===== src/rtl/adder_seq_pkg.sv =====
// Shared types and constants for the byte-serial add/subtract sequencer.
package adder_seq_pkg;

  localparam int unsigned BYTE_W         = 8;
  localparam int unsigned NBYTES_DEFAULT = 4;

  typedef enum logic [1:0] {
    IDLE,
    RUN,
    DONE
  } state_e;

endpackage


===== src/rtl/adder8_cin.sv =====
// 8-bit combinational ripple adder with carry-in/carry-out, built from two 4-bit stages.
module adder8_cin
  import adder_seq_pkg::*;
(
  input  logic [BYTE_W-1:0] a,
  input  logic [BYTE_W-1:0] b,
  input  logic              cin,
  output logic [BYTE_W-1:0] s,
  output logic              cout
);

  logic [4:0] w_lo;
  logic [4:0] w_hi;

  assign w_lo = {1'b0, a[3:0]} + {1'b0, b[3:0]} + {4'b0, cin};
  assign w_hi = {1'b0, a[7:4]} + {1'b0, b[7:4]} + {4'b0, w_lo[4]};

  assign s    = {w_hi[3:0], w_lo[3:0]};
  assign cout = w_hi[4];

endmodule


===== src/rtl/adder_seq_ctrl.sv =====
// Multi-precision add/subtract sequencer: one shared 8-bit slice, one byte per clock, LSB first.
// Optional signed-overflow output is enabled with ADDSEQ_OVF_EN.
module adder_seq_ctrl
  import adder_seq_pkg::*;
#(
  parameter int unsigned NBYTES = NBYTES_DEFAULT,
  localparam int unsigned W     = BYTE_W * NBYTES
) (
  input  logic         clk,
  input  logic         reset,
  input  logic         start,
  input  logic         sub,
  input  logic [W-1:0] a,
  input  logic [W-1:0] b,
  output logic         busy,
  output logic         done,
  output logic [W-1:0] sum,
  output logic         c_out
`ifdef ADDSEQ_OVF_EN
  ,
  output logic         ovf
`endif
);

  localparam int unsigned    IdxW    = $clog2(NBYTES);
  localparam logic [IdxW-1:0] LastIdx = IdxW'(NBYTES - 1);

  state_e            r_state;
  logic [W-1:0]      r_a;
  logic [W-1:0]      r_b;
  logic              r_sub;
  logic              r_carry;
  logic [IdxW-1:0]   r_idx;

  logic [BYTE_W-1:0] w_a_byte;
  logic [BYTE_W-1:0] w_b_byte;
  logic [BYTE_W-1:0] w_sum_byte;
  logic              w_cout;

  // Subtraction is a + ~b + 1; the +1 comes from seeding the carry with sub.
  assign w_a_byte = r_a[r_idx*BYTE_W +: BYTE_W];
  assign w_b_byte = r_b[r_idx*BYTE_W +: BYTE_W] ^ {BYTE_W{r_sub}};

  adder8_cin u_adder8_cin (
    .a    (w_a_byte),
    .b    (w_b_byte),
    .cin  (r_carry),
    .s    (w_sum_byte),
    .cout (w_cout)
  );

`ifdef ADDSEQ_OVF_EN
  logic w_ovf;
  // Carry into the MSB is recovered from the MSB sum bit.
  assign w_ovf = (w_a_byte[BYTE_W-1] ^ w_b_byte[BYTE_W-1] ^ w_sum_byte[BYTE_W-1]) ^ w_cout;
`endif

  always_ff @(posedge clk or posedge reset) begin
    if (reset) begin
      r_state <= IDLE;
      r_a     <= '0;
      r_b     <= '0;
      r_sub   <= 1'b0;
      r_carry <= 1'b0;
      r_idx   <= '0;
      busy    <= 1'b0;
      done    <= 1'b0;
      sum     <= '0;
      c_out   <= 1'b0;
`ifdef ADDSEQ_OVF_EN
      ovf     <= 1'b0;
`endif
    end else begin
      unique case (r_state)
        IDLE: begin
          done <= 1'b0;
          if (start) begin
            r_a     <= a;
            r_b     <= b;
            r_sub   <= sub;
            r_carry <= sub;
            r_idx   <= '0;
            busy    <= 1'b1;
            r_state <= RUN;
          end
        end
        RUN: begin
          sum[r_idx*BYTE_W +: BYTE_W] <= w_sum_byte;
          r_carry                     <= w_cout;
          if (r_idx == LastIdx) begin
            c_out   <= w_cout;
`ifdef ADDSEQ_OVF_EN
            ovf     <= w_ovf;
`endif
            done    <= 1'b1;
            r_state <= DONE;
          end else begin
            r_idx <= r_idx + IdxW'(1);
          end
        end
        DONE: begin
          done    <= 1'b0;
          busy    <= 1'b0;
          r_state <= IDLE;
        end
        default: r_state <= IDLE;
      endcase
    end
  end

endmodule


===== config.mk =====
export PLATFORM = sky130hd
export DESIGN_NAME = adder_seq_ctrl
export DESIGN_NICKNAME = d
export VERILOG_FILES = /design/src/rtl/adder_seq_pkg.sv /design/src/rtl/adder8_cin.sv /design/src/rtl/adder_seq_ctrl.sv
export SDC_FILE = /design/constraint.sdc
export NUM_CORES = 1
export LEC_CHECK = 0
export BUFFER_PORTS_ARGS = -buffer_cell sky130_fd_sc_hd__buf_4
export CAP_MARGIN = 5
export CORE_ASPECT_RATIO = 0.7
export CORE_MARGIN = 3
export CORE_UTILIZATION = 23
export CTS_BUF_LIST = sky130_fd_sc_hd__clkbuf_2 sky130_fd_sc_hd__clkbuf_4 sky130_fd_sc_hd__clkbuf_8
export CTS_CLUSTER_SIZE = 28
export DETAILED_ROUTE_END_ITERATION = 16
export SKIP_LAST_GASP = 1
export SYNTH_ARGS = -nofsm -noshare
export SYNTH_HDL_FRONTEND = slang
export SYNTH_SLANG_ARGS = --single-unit

===== constraint.sdc =====
create_clock -name clk -period 7.55 [get_ports clk]
set_input_delay 0.3775 -clock clk [delete_from_list [all_inputs] [get_ports clk]]
set_output_delay 0.3775 -clock clk [all_outputs]
set_load 0.05 [all_outputs]

* After elaboration in Yosys (flattened, before gate mapping) *
Cells that the tools add are included.

storage, ports and cells
  memories kept = 0
  bits in writable memories = 0
  input port bits = 68
  bits in read-only memories = 0
  bits in latches = 0
  register bits = 105
  output and inout bits = 35

cells by class
  equality and inequality tests = 6
  reductions and logical operators = 12
  divide/modulo/power cells = 0
  order comparisons = 0
  multiplexer cells = 13
  shift operators = 4
  bitwise gates (word level) = 1
  multipliers = 0
  add/sub/neg operators = 6

operators with widths
  operator                                                                 count
  32-bit by 6-bit variable part select with 8-bit output                   2
  5-bit negation with 34-bit output                                        1
  8-bit by 34-bit variable shift with 32-bit output, first input constant  1
  8-bit by 34-bit variable part select with 32-bit output                  1
  32-bit bitwise mux                                                       1
  2-bit AND reduction                                                      6
  4-bit by 4-bit adder with 5-bit output                                   2
  5-bit by 1-bit adder with 5-bit output                                   2
  2-bit 2-to-1 mux                                                         4
  2-bit one-hot mux with 2 select lines                                    2
  8-bit XOR                                                                1
  2-bit inequality test, second input constant                             3
  1-bit one-hot mux with 2 select lines                                    3
  2-bit nonzero test                                                       3
  2-bit equality test, second input constant                               2
  1-bit 2-to-1 mux                                                         3
  3-bit AND reduction                                                      1
  2-bit by 1-bit adder with 2-bit output, second input constant            1
  2-bit by 1-bit equality test with 1-bit output, second input constant    1
  2-bit zero test                                                          1
  2-bit OR reduction                                                       1

* Depth between registers and ports, before layout *
  depth after elaboration = 7
  depth in mapped cells = 15
  mapped depth without buffers = 13

* Hierarchy *
From an unflattened synthesis, not the netlist that was laid out.

unflattened totals
  cells, all modules = 352
  area total of the unflattened synthesis = 5180.0 um2

modules (own cells, without submodules)
  module          times used  cells an instance  seq. area each (um2)  area each (um2)
  adder_seq_ctrl  1           320                2627.5                4895.9
  adder8_cin      1           32                 0.0                   284.0

* Least setup slack after synthesis *
Ideal clock, no wire load.

  path type = reg2reg
  from = register r_idx[0]
  to = register sum[13]
  library setup time = 121 ps
  arrival = 3465 ps
  clock period less this slack = 3586 ps
  stages on the path, launching flop included = 14
  setup slack = 3964 ps
  cells stage by stage = dfrtp_1 buf_6 buf_8 mux4_2 xnor2_1 fa_1 fa_1 inv_1 a21o_1 a21oi_1 fa_1 inv_1 fa_1 a22o_1

on the way
  word-level cells in the longest chain between the ends = 7
  elaborated cells between the ends (all ways) = 11
  classes of those cells = 5 x add/sub; 4 x shift; 1 x mux; 1 x bitwise

ends and longest elaborated chain
  what                                                     line                  source
  start: declaration                                       adder_seq_ctrl.sv:33  logic [IdxW-1:0] r_idx;
  start signal: assignment                                 adder_seq_ctrl.sv:98  r_idx <= r_idx + IdxW'(1);
  32-bit by 6-bit variable part select with 8-bit output   adder_seq_ctrl.sv:42  assign w_b_byte = r_b[r_idx*BYTE_W +: BYTE_W] ^ {BYTE_W{r_sub}};
  8-bit XOR                                                adder_seq_ctrl.sv:42
  4-bit by 4-bit adder with 5-bit output                   adder8_cin.sv:15      assign w_lo = {1'b0, a[3:0]} + {1'b0, b[3:0]} + {4'b0, cin};
  5-bit by 1-bit adder with 5-bit output                   adder8_cin.sv:15
  5-bit by 1-bit adder with 5-bit output                   adder8_cin.sv:16      assign w_hi = {1'b0, a[7:4]} + {1'b0, b[7:4]} + {4'b0, w_lo[4]};
  8-bit by 34-bit variable part select with 32-bit output  adder_seq_ctrl.sv:88  sum[r_idx*BYTE_W +: BYTE_W] <= w_sum_byte;
  32-bit bitwise mux (*)                                   adder_seq_ctrl.sv:88
  end signal: indexed assignment                           adder_seq_ctrl.sv:88
  end: declaration                                         adder_seq_ctrl.sv:17  output logic [W-1:0] sum,

Mark *: on every way between the ends. The rest lies on a longest branch, timed or not.
A chain may end at the register's enable or synchronous reset.

* Worst setup path after layout *
  from = register r_idx[0]
  to = register sum[7]

The elaborated chain is that of the path after synthesis.

==> results.md <==
- Status: completed
- H-tree depth: 3
- Longest Clk Path Bufs: 2
- IO buf count: 102
- Vias in the first global route: 3,441
- DR vias/cell: 4.414
- CP delay by family, top: adder cells
- Setup Fix Bufs, Post-CTS: 0
- Fmax: 0.2735 GHz
- Total of max-cap violations: 0
- First-pass DRT Iterations: 4
- Yosys cell types: 37
- Startpoint types: register
- Core Area: 20,180 um^2
- Share of flip-flops with an asynchronous set or reset: 1.000
- Initial Util: 0.2383
- Synthesized net count: 428
- Post_cts resized: 0
- CTS Buf Count: 9
- Crit-path slowest cell: mux4_2
- Final setup violation count: 0
- Data arrival, critical path: 3.97 ns
- Vias: 3,178
- Post-DP HPWL: 9336 um
- Top FF cell, synth: dfrtp_1
- Cell Area, Synth: 4807 um^2
- Worst-Margin Slew: 0.8337 ns
- RSZ-0062 raised after global routing: no
- Initial antenna violation count: 0
- Yosys reg bits: 105
- Layout area overhead: 24.80%
- Die width: 178.8 um
- CTS tree: built
- I/O Pins: 103
- Seq/Total Area, Yosys: 0.5466
- Clock Latency Late Sink: 0.37 ns
- Largest stage delay, worst path: 0.57 ns
- Post-Syn Instances: 344
- GPL Wtd Cong: 0.7844
- Largest net degree at the start of global routing: 66
- Clk sinks: 105
- Routed WL per cell: 16.67 um
- Die H: 127.0 um
- Layout cells sized above 1: 0.3578
- Global-route wire length before repair: 19,010 um
- Relative slew slack: 0.4442
- Synth warnings: 0
- ANT nets after route: 0
- Setup TNS: 0 ns
- Final WL: 12,010 um
- Grt ovf: 0
- Synth Area per Inst: 13.97 um^2
- Cts hold-fix bufs: 0
- FP Rows: 43
- Crit path capture type: register
- CP max FO: 26
- DRC violations left: 0
- Worst reg2reg path depth: 13
- Number of diodes: 0
- CP Buf/Inv Count: 3
- Die area: 22,700 um^2
- Global-route usage over all layers: 0.1097
- DR iter-0 viols: 159
- Final hold violations: 0
- Slew Viols, Final: 0
- Clk slew on worst S/H paths: 0.10 ns
- Hold Path Class: in -> async
- Critical path class: reg -> reg
- Crit-path cells: buf_4 > mux4_2 > xor2_1 > inv_1 > fa_1 > inv_1 > a21o_1 > a21oi_1 > fa_1 > nand2b_1 > a21oi_1 > xor2_1 > a22o_1
- Worst-case clock skew: 0.01277 ns
- Post-synth EDFFs: 0
- Crit path required time: 7.86 ns
- WP depth: 13
- Period utilization: 0.4843
- Final nets: 530
- Clk root buf: clkbuf_8
- Min Clock Period, post-route: 3.656 ns
[layer usage]
metal / global-route usage / share of wire / vias up
met5: 0 / 0 / -
met4: 0.01694 / 0.0067 / 0
met3: 0.04279 / 0.085 / 11
met2: 0.1666 / 0.44 / 120
met1: 0.1514 / 0.47 / 1617
li1: - / - / 1430
[cell families after synthesis]
group           count (synthesis)  share of synthesized area
flops                         105                     0.5466
fa+ha+maj                      16                    0.04789
buf+inv                        28                    0.03644
compound gates                 50                    0.06429
simple gates                   52                    0.05570
xor+xnor                       12                    0.02187
mux                            81                     0.2272
[cell usage after synthesis (2+ instances only)]
cell type    n  area share
buf_6        6       0.014
nand2_1     25       0.020
mux2_1      50        0.12
nand3_1      2      0.0021
nor2_1       7      0.0055
inv_1       13       0.010
xor2_1       9       0.016
and3_1       2      0.0026
dfrtp_1    105        0.55
mux2_2      15       0.035
o21ai_1      5      0.0052
xnor2_1      3      0.0055
o21ai_0     17       0.018
a21oi_1     11       0.011
nand2_2      4      0.0052
mux4_2      16       0.075
and2_1       2      0.0026
buf_4        2      0.0031
ha_1        12       0.031
nand2b_1     2      0.0026
fa_1         4       0.017
buf_2        5      0.0052
a22o_1      12       0.022
a21o_1       2      0.0031
[cell type report]
cell class                 count  area (um^2)
inverter                      13        51.30
timing repair buffer         106        795.8
fill                        2083        14180
clock buffer                   9        123.9
multi-input combinational    211         2011
tap                          270        337.8
clock inverter                 6        52.55
sequential                   105         2628
[path summary, 6_finish.rpt]
check | start | end | slack, ns
max | r_idx[0]$_DFFE_PP0P_ | sum[7]$_DFFE_PP0P_ | 3.89
min | reset | sum[25]$_DFFE_PP0P_ | 0.06
max reg2reg | r_idx[0]$_DFFE_PP0P_ | sum[7]$_DFFE_PP0P_ | 3.89
min reg2reg | r_b[27]$_DFFE_PP0P_ | r_b[27]$_DFFE_PP0P_ | 0.49
max in group asynchronous | reset | sum[8]$_DFFE_PP0P_ | 6.26
min in group clk | a[11] | r_a[11]$_DFFE_PP0P_ | 0.22
[metrics by stage]
stage	util	setup slack [ns]	cell area, um^2	cells	hold slack [ns]
after global routing	0.2974	3.547	6000	720	0.07764
after CTS	0.2974	3.860	6000	720	0.05327
final	0.2974	3.894	6000	720	0.05753
after floorplan	-	3.964	4807	344	0.4524
after detailed placement	0.2886	3.883	5823	705	0.4691
after global placement	0.2886	3.948	5823	705	0.4625
[layout by cell type, fill, tap and decap left out, drive strengths merged, types with 11 or more instances in the layout]
| cell | n |
|---|---|
| nand2 | 29 |
| a22o | 12 |
| o21ai | 22 |
| inv | 16 |
| dfrtp | 105 |
| a21oi | 11 |
| buf | 106 |
| mux4 | 16 |
| ha | 12 |
| mux2 | 65 |
[sequential cells by signal, summed over array words and instances (netlist names)]
signal / count
r_sub: 1
r_carry: 1
sum: 32
r_state: 2
r_b: 32
r_a: 32
r_idx: 2
busy: 1
c_out: 1
done: 1
Power is left out: the tool's default activity adds up to more than one toggle a clock period on the data nets, which glitch-free logic cannot reach.
